File: src/rtl/ex_mem.sv
// EX/MEM pipeline register with a two-entry skid buffer.
// MEM may stall without a combinational ready path back into EX.
module ex_mem (
    input  logic        clk,
    input  logic        rst,
    input  logic [4:0]  ex_wd,
    input  logic        ex_wreg,
    input  logic [31:0] ex_wdata,
    input  logic        ex_valid,
    output logic        ex_ready,
    input  logic        flush,
    output logic [4:0]  mem_wd,
    output logic        mem_wreg,
    output logic [31:0] mem_wdata,
    output logic        mem_valid,
    input  logic        mem_ready,
    output logic [15:0] stall_cnt
);

    localparam logic        RstEnable    = 1'b1;
    localparam logic [4:0]  NOPRegAddr   = 5'd0;
    localparam logic        WriteDisable = 1'b0;
    localparam logic [31:0] ZeroWord     = 32'd0;

    typedef struct packed {
        logic [4:0]  wd;
        logic        wreg;
        logic [31:0] wdata;
    } beat_t;

    typedef enum logic [1:0] {
        EMPTY = 2'd0,
        BUSY  = 2'd1,
        FULL  = 2'd2
    } state_e;

    localparam beat_t ZERO_BEAT = '{
        wd:    NOPRegAddr,
        wreg:  WriteDisable,
        wdata: ZeroWord
    };

    state_e      state_q, state_d;
    beat_t       main_q, main_d;
    beat_t       skid_q, skid_d;
    logic        valid_q, valid_d;
    logic [15:0] cnt_q, cnt_d;

    beat_t in_beat;
    logic  acc;
    logic  pop;

    assign in_beat = '{wd: ex_wd, wreg: ex_wreg, wdata: ex_wdata};

    // Ready depends only on registered state, never on mem_ready.
    assign ex_ready = (state_q != FULL);
    assign acc      = ex_valid & ex_ready;
    assign pop      = valid_q & mem_ready;

    always_comb begin
        state_d = state_q;
        main_d  = main_q;
        skid_d  = skid_q;
        if (flush) begin
            state_d = EMPTY;
            main_d  = ZERO_BEAT;
            skid_d  = ZERO_BEAT;
        end else begin
            unique case (state_q)
                EMPTY: begin
                    if (acc) begin
                        main_d  = in_beat;
                        state_d = BUSY;
                    end
                end
                BUSY: begin
                    if (acc && pop) begin
                        main_d = in_beat;
                    end else if (acc) begin
                        skid_d  = in_beat;
                        state_d = FULL;
                    end else if (pop) begin
                        main_d  = ZERO_BEAT;
                        state_d = EMPTY;
                    end
                end
                FULL: begin
                    if (pop) begin
                        main_d  = skid_q;
                        skid_d  = ZERO_BEAT;
                        state_d = BUSY;
                    end
                end
                default: begin
                    state_d = EMPTY;
                    main_d  = ZERO_BEAT;
                    skid_d  = ZERO_BEAT;
                end
            endcase
        end
    end

    assign valid_d = (state_d != EMPTY);

    always_comb begin
        cnt_d = cnt_q;
        if ((state_q == FULL) && !pop && (cnt_q != 16'hFFFF)) begin
            cnt_d = cnt_q + 16'd1;
        end
    end

    always_ff @(posedge clk) begin
        if (rst == RstEnable) begin
            state_q <= EMPTY;
            main_q  <= ZERO_BEAT;
            skid_q  <= ZERO_BEAT;
            valid_q <= 1'b0;
            cnt_q   <= 16'd0;
        end else begin
            state_q <= state_d;
            main_q  <= main_d;
            skid_q  <= skid_d;
            valid_q <= valid_d;
            cnt_q   <= cnt_d;
        end
    end

    assign mem_wd    = main_q.wd;
    assign mem_wreg  = main_q.wreg;
    assign mem_wdata = main_q.wdata;
    assign mem_valid = valid_q;
    assign stall_cnt = cnt_q;

endmodule
File: config.mk
export PLATFORM = sky130hd
export DESIGN_NAME = ex_mem
export DESIGN_NICKNAME = d
export VERILOG_FILES = /design/src/rtl/ex_mem.sv
export SDC_FILE = /design/constraint.sdc
export NUM_CORES = 1
export LEC_CHECK = 0
export ABC_CLOCK_PERIOD_IN_PS = 3000
export CAP_MARGIN = 20
export CORE_MARGIN = 5
export CORE_UTILIZATION = 36
export DETAILED_ROUTE_END_ITERATION = 10
export PLACE_DENSITY = 0.73
export REMOVE_ABC_BUFFERS = 1
export SYNTH_ARGS = -nofsm -noshare
export SYNTH_HDL_FRONTEND = slang
export SYNTH_SLANG_ARGS = --single-unit
File: constraint.sdc
create_clock -name clk -period 3 [get_ports clk]
set_input_delay 0.3 -clock clk [delete_from_list [all_inputs] [get_ports clk]]
set_output_delay 0.3 -clock clk [all_outputs]
set_load 0.05 [all_outputs]
==> impl_metrics.tcl <==
set metrics [dict create \
    portBuffers 98 \
    worstRegToRegCells 5 \
    final_common_cell "clkdlybuf4s50_1" \
    slew_headroom_pct 35.1 \
    antenna_found_initial 0 \
    fp.dieArea_mm2 0.0131 \
    worstPathCellList "and2b_4, inv_2, clkdlybuf4s50_1" \
    grt_max_degree 47 \
    ios 99 \
    syn_area_per_cell_um2 9.41 \
    postSynthCellCount 417 \
    dpl.cell_count 627 \
    fillCellCount 1044 \
    rsz0062_at_grt "no" \
    finClkSkew_ns 0.0117 \
    cap_violations 0 \
    cts_hold_buf 0 \
    cp_slowest_cell "clkdlybuf4s50_1" \
    final_nets 543 \
    first_pass_iters 6 \
    crit_required_ns 2.70 \
    drive_above_1_share_pct 6.55 \
    post-route-util_pct 49.1 \
    ys_seq_area_share_pct 48.5 \
    critPathMaxFanout 6 \
    postLayoutCellArea_mm2 0.00528 \
    cp-start-kind "flop" \
    clkTransAtPathRegs_ns 0.10 \
    stdcell_count 644 \
    wl_um 10100 \
    highest-signal-layer "met4" \
    wl_met3_um 435 \
    switching_power_uw 653 \
    die_w_um 114 \
    first_iter_violations 436 \
    slowest_delay_ns 0.82 \
    tritoncts "built" \
    clkPwrFrac_pct 32.5 \
    gp_congestion 0.840 \
    peakVddDrop_mv 0.279 \
    drc 0 \
    area_growth_pct 34.5 \
    fin_crit_sh_pct 74.2 \
    grt_pass1_vias 3388 \
    fin_setup_tns_ns 0 \
    maxSlewViolCount 0 \
    dpl-instance-area_mm2 0.00507 \
    setup_viol 0 \
    power_density_mw_per_mm2 456 \
    switching_share_pct 27.1 \
    hold_viol 0 \
    synth_seq_cells 95 \
    mostFrequentLayoutCells "98 x clkdlybuf4s50_1, 95 x dfxtp_1, 81 x nor2_1" \
    syn_area_mm2 0.00392 \
    grt_overflow 0 \
    grt_pass1_wl_um 16400 \
    clockBufferDepth 2 \
    synth.distinct_cells 36 \
    post_cts_buffers 0 \
    wire_per_inst_um 15.6 \
    worst_pin_slew_ns 0.972 \
    seqPwrFrac_pct 53.7 \
    rows 38 \
    ant_nets 0 \
    outcome "finished clean" \
    cts_resized 0 \
    antennaDiodeCount 0 \
    htreeDepth 3 \
    numCtsBuffers 9 \
    cp-end-kind "output pin" \
    pwr-share-comb_pct 13.9 \
    cts_root_buf "clkbuf_8" \
    finalCriticalPeriod_ns 2.23 \
    p_leak_nw 1.75 \
    coreArea_mm2 0.0107 \
    fmax_ghz 0.449 \
    intPower_mw 1.76 \
    holdCritPathClass "flop to flop" \
    arrival_ns 1.93 \
    clock_latency_ns 0.35 \
    cts.sink_count 95 \
    track_usage_pct 15.2 \
    vias 3478 \
    yosysWarnings 0 \
    setup.worst_path.class "flop to output pin" \
    met2_length_um 4780 \
    die_h_um 114 \
    min_path_cells 2 \
    via_per_inst 5.40 \
    start_util_pct 36.5 \
    place_hpwl_um 6570 \
    drt-met1-wl_um 4640 \
]
-- final timing paths --
check / start / to / slack [ns]
hold / removal: skid_q[10]$_SDFFE_PP0P_ / skid_q[10]$_SDFFE_PP0P_ / 0.50
hold reg to reg: skid_q[10]$_SDFFE_PP0P_ / skid_q[10]$_SDFFE_PP0P_ / 0.50
setup / recovery: state_q[0]$_SDFF_PP0_ / ex_ready / 0.77
setup reg to reg: stall_cnt[0]$_SDFFE_PP0P_ / stall_cnt[14]$_SDFFE_PP0P_ / 0.92
-- cell usage after synthesis --
cell      count  area (um^2)
xnor2_1       1         8.76
and2_1       39          244
or2_2         1         6.26
a311oi_1      1         8.76
xor2_1        1         8.76
or3b_2        1         8.76
and2b_1       1         7.51
a21oi_1      16         80.1
nand4_1       4         25.0
inv_2         1         3.75
o31ai_1       9         67.6
a222oi_1     38          380
a21boi_0      3         22.5
inv_1         2         7.51
nand3_1       4         20.0
and3_1        2         12.5
nand2_1       8         30.0
ha_1          1         12.5
dfxtp_1      95         1900
or4_1         9         67.6
nor2b_1       3         18.8
nor3_1        2         10.0
o22a_1        1         8.76
buf_2         5         25.0
and4_1        1         8.76
and2b_4       1         10.0
mux2_1        2         22.5
mux2i_1      38          380
nor4_1        4         25.0
nor3b_1       1         7.51
or3_1         4         25.0
nor2_1       82          308
mux2_2        1         11.3
o21ai_0       6         30.0
clkbuf_1     27          101
buf_1         2         7.51
-- power groups by stage --
| stage | sequential, mW | combinational, mW | clock, mW |
|---|---|---|---|
| after floorplan | 1.38 | 0.117 | 0 |
| after global placement | 1.32 | 0.318 | 0 |
| after detailed placement | 1.32 | 0.327 | 0 |
| after CTS | 1.29 | 0.328 | 0.813 |
| after global routing | 1.30 | 0.358 | 0.873 |
| final | 1.29 | 0.334 | 0.782 |
-- sequential cells by signal, indices dropped and copies added, names as in the netlist --
| signal | flops |
|---|---|
| mem_valid | 1 |
| mem_wdata | 32 |
| stall_cnt | 16 |
| mem_wd | 5 |
| mem_wreg | 1 |
| state_q | 2 |
| skid_q | 38 |
-- cell families after synthesis --
logic type,after synthesis,synth area share (%)
AOI/OAI and AO/OA,74,15.2
xor gates and xnor gates,2,0.447
buffers and inverters,37,3.70
and+or+nand+nor,167,21.3
DFF,95,48.5
muxes,41,10.6
adders and majority gates,1,0.319
-- worst max-delay path: cells and delay by family, from the launching register on --
kind                   cells  cell delay [ns]
and+or+nand+nor            1             0.23
DFF                        1             0.42
buffers and inverters      2             0.92
-- final cells by class --
type / instances / area [um^2] / area share (%)
clock buffers: 10 / 138 / 2.61
clock inverters: 6 / 46.3 / 0.877
inverters: 3 / 11.3 / 0.213
multi-input cells: 285 / 1910 / 36.1
flip-flops and latches: 95 / 1900 / 36.0
well taps: 140 / 175 / 3.32
repair buffers: 105 / 1100 / 20.8
-- metal layers --
layer	global-route usage (%)	vias to the layer above
met1	19.9	1672
met2	24.7	100
li1	-	1694
met4	6.02	0
met3	3.07	12
met5	0	-
-- through the flow --
step	hold slack, ns	setup WS, ns	power, mW
2_1_floorplan	0.369	-0.427	1.50
3_3_place_gp	0.472	0.737	1.64
3_5_place_dp	0.483	0.694	1.65
4_1_cts	0.503	0.738	2.43
5_1_grt	0.534	0.697	2.53
6_report	0.498	0.775	2.41
No activity file was read; power rests on OpenSTA's default activity.
==> RTL change, RTL diff (config.mk and constraints unchanged) <==
Re-encode `state_e` (3 states) as one-hot, 3 bits wide.
--- a/src/rtl/ex_mem.sv
+++ b/src/rtl/ex_mem.sv
@@ -30,6 +30,6 @@
 
-    typedef enum logic [1:0] {
-        EMPTY = 2'd0,
-        BUSY  = 2'd1,
-        FULL  = 2'd2
+    typedef enum logic [2:0] {
+        EMPTY = 3'b001,
+        BUSY  = 3'b010,
+        FULL  = 3'b100
     } state_e;
Formal check against the unedited RTL: same outputs for any inputs over 4 cycles, from zero or initial values and one cycle with rst high; so few cycles prove little.
==> RTL change against the unedited design <==
Combinational power increased by 13%; sequential share of layout area fell by 6.9 points; synthesized area grew 32%; critical path depth shrank 1; first-iteration DRC count down 14%; wire length is 36% higher; cell area increased by 25%; total power increased by 18%; synthesized cell count grew 65%; setup slack worse by 350 ps; global-route usage rose by 1.1 points; die area rose by 29%; sequential cell count grew 1; clock skew shrank 6.8 ps; critical path type unchanged.
==> RTL change: results (changes against the unedited design) <==
non-clock inverter total of the final layout 42 (+39); clkbuf count 11 (+1); clock-pin transition on the worst setup and hold timing paths 70 ps (-30 ps); final setup violation count 0 (unchanged); crit-path max cell delay 740 ps (-80 ps); Total Nets Final 798 (+47%); Hold Crit Start mem_wdata[27]; Net Switching 0.728 mW (+11%); Starting DRT DRC Count 373 (-14%); vias in the first global route 4595 (+36%); Via density 5.18 (-4.0%); root buffer cell clkbuf_16; GRT Total Usage 0.163 (+0.0105); worst-case clock buffer depth 2 (unchanged); Commonest cells post-synth 123 x nand2_1, 96 x dfxtp_1, 88 x a21oi_1; Non-clock buffers 113 (+7.6%); Hold Crit Depth 2 (unchanged); pre-CTS setup slack 621 ps (-73.6 ps); ClkCell Share 0.0452 (+0.0103); Ant. Diodes 0 (unchanged); Least-Margin Pin Slew 637 ps (-334 ps); WHS Endpoint mem_wdata[27]; RR Endpoint stall_cnt[12]; global-route wire length before repair 22600 µm (+37%); Filler Cells Inserted 1391 (+33%); status finished, final reports clean; hpwl dp 8950 µm (+36%); crit path kind register to primary output; final worst path period need 2580 ps (+352 ps); Max FO, Critical Path 40 (+34); cells on worst reg2reg path 4 (-1); DR pass1 iterations 4 (-2); Synth area leaders dfxtp_1 37%, nand3b_1 11%, nand2_1 8.9%; reg2reg setup slack 600 ps (-320 ps); share of cells above drive strength 1 0.0567 (-0.00882); sequential-to-total area share from yosys stat 0.371 (-0.114); met2 Usage GRT 0.264 (+0.0177); GR Util met1 0.213 (+0.0141); Leak 2.38 nW (+36%); Placer Congestion 0.848 (+0.92%); Seq pwr share 0.460 (-0.077); largest net degree at the start of global routing 47 (unchanged); Register Area 1930 µm² (+1.3%); synth unique cells 41 (+14%); Synthesis Warnings 0 (unchanged); FF+latch count 96 (+1.1%); multi-input logic area 2890 µm² (+52%); arrival time worst endpoint 2280 ps (+350 ps); Comb power 0.378 mW (+13%); worst r2r src state_q[2]; #MultiIn Comb 492 (+73%); CTS resizes 0 (unchanged); met3 global-route usage 0.0360 (+0.00537); Layout Skew 4.83 ps (-6.84 ps); crit path max-delay cell type dfxtp_2; WL/cell 14.5 µm (-6.9%); worst vdd ir 222 µV (-20%); buffer share of cell area 0.169 (-0.0391)
-- RTL change: stage by stage --
stage               total power, mW  setup TNS [ps]  std cells  area, µm²  hold WS (ps)
detailed placement             1.72               0        923       6320           444
CTS                            2.88               0        939       6620           453
global route                   2.97               0        939       6620           468
finish                         2.84               0        939       6620           450
global placement               1.71               0        923       6320           439
floorplan                      1.54          -59660        630       4940           369
-- RTL change: per-layer routing --
metal,part of all wire,vias up
met5,0,-
met4,0.011,0
met3,0.065,11
met2,0.46,106
met1,0.46,2243
li1,-,2506
-- RTL change: critical path, delay by kind of cell (launching register included) --
| family | cells | cell delay (ps) |
|---|---|---|
| flip-flops | 1 | 740 |
| AND/OR/NAND/NOR | 1 | 460 |
| buffers and inverters | 1 | 730 |
-- RTL change: cells by family after synthesis --
family / Yosys count / synth area share
fa+ha+maj: 1 / 0.00241
mux: 43 / 0.0842
xor+xnor: 1 / 0.00169
buf+inv: 101 / 0.0772
simple gates: 296 / 0.308
flops: 96 / 0.371
compound gates: 151 / 0.155
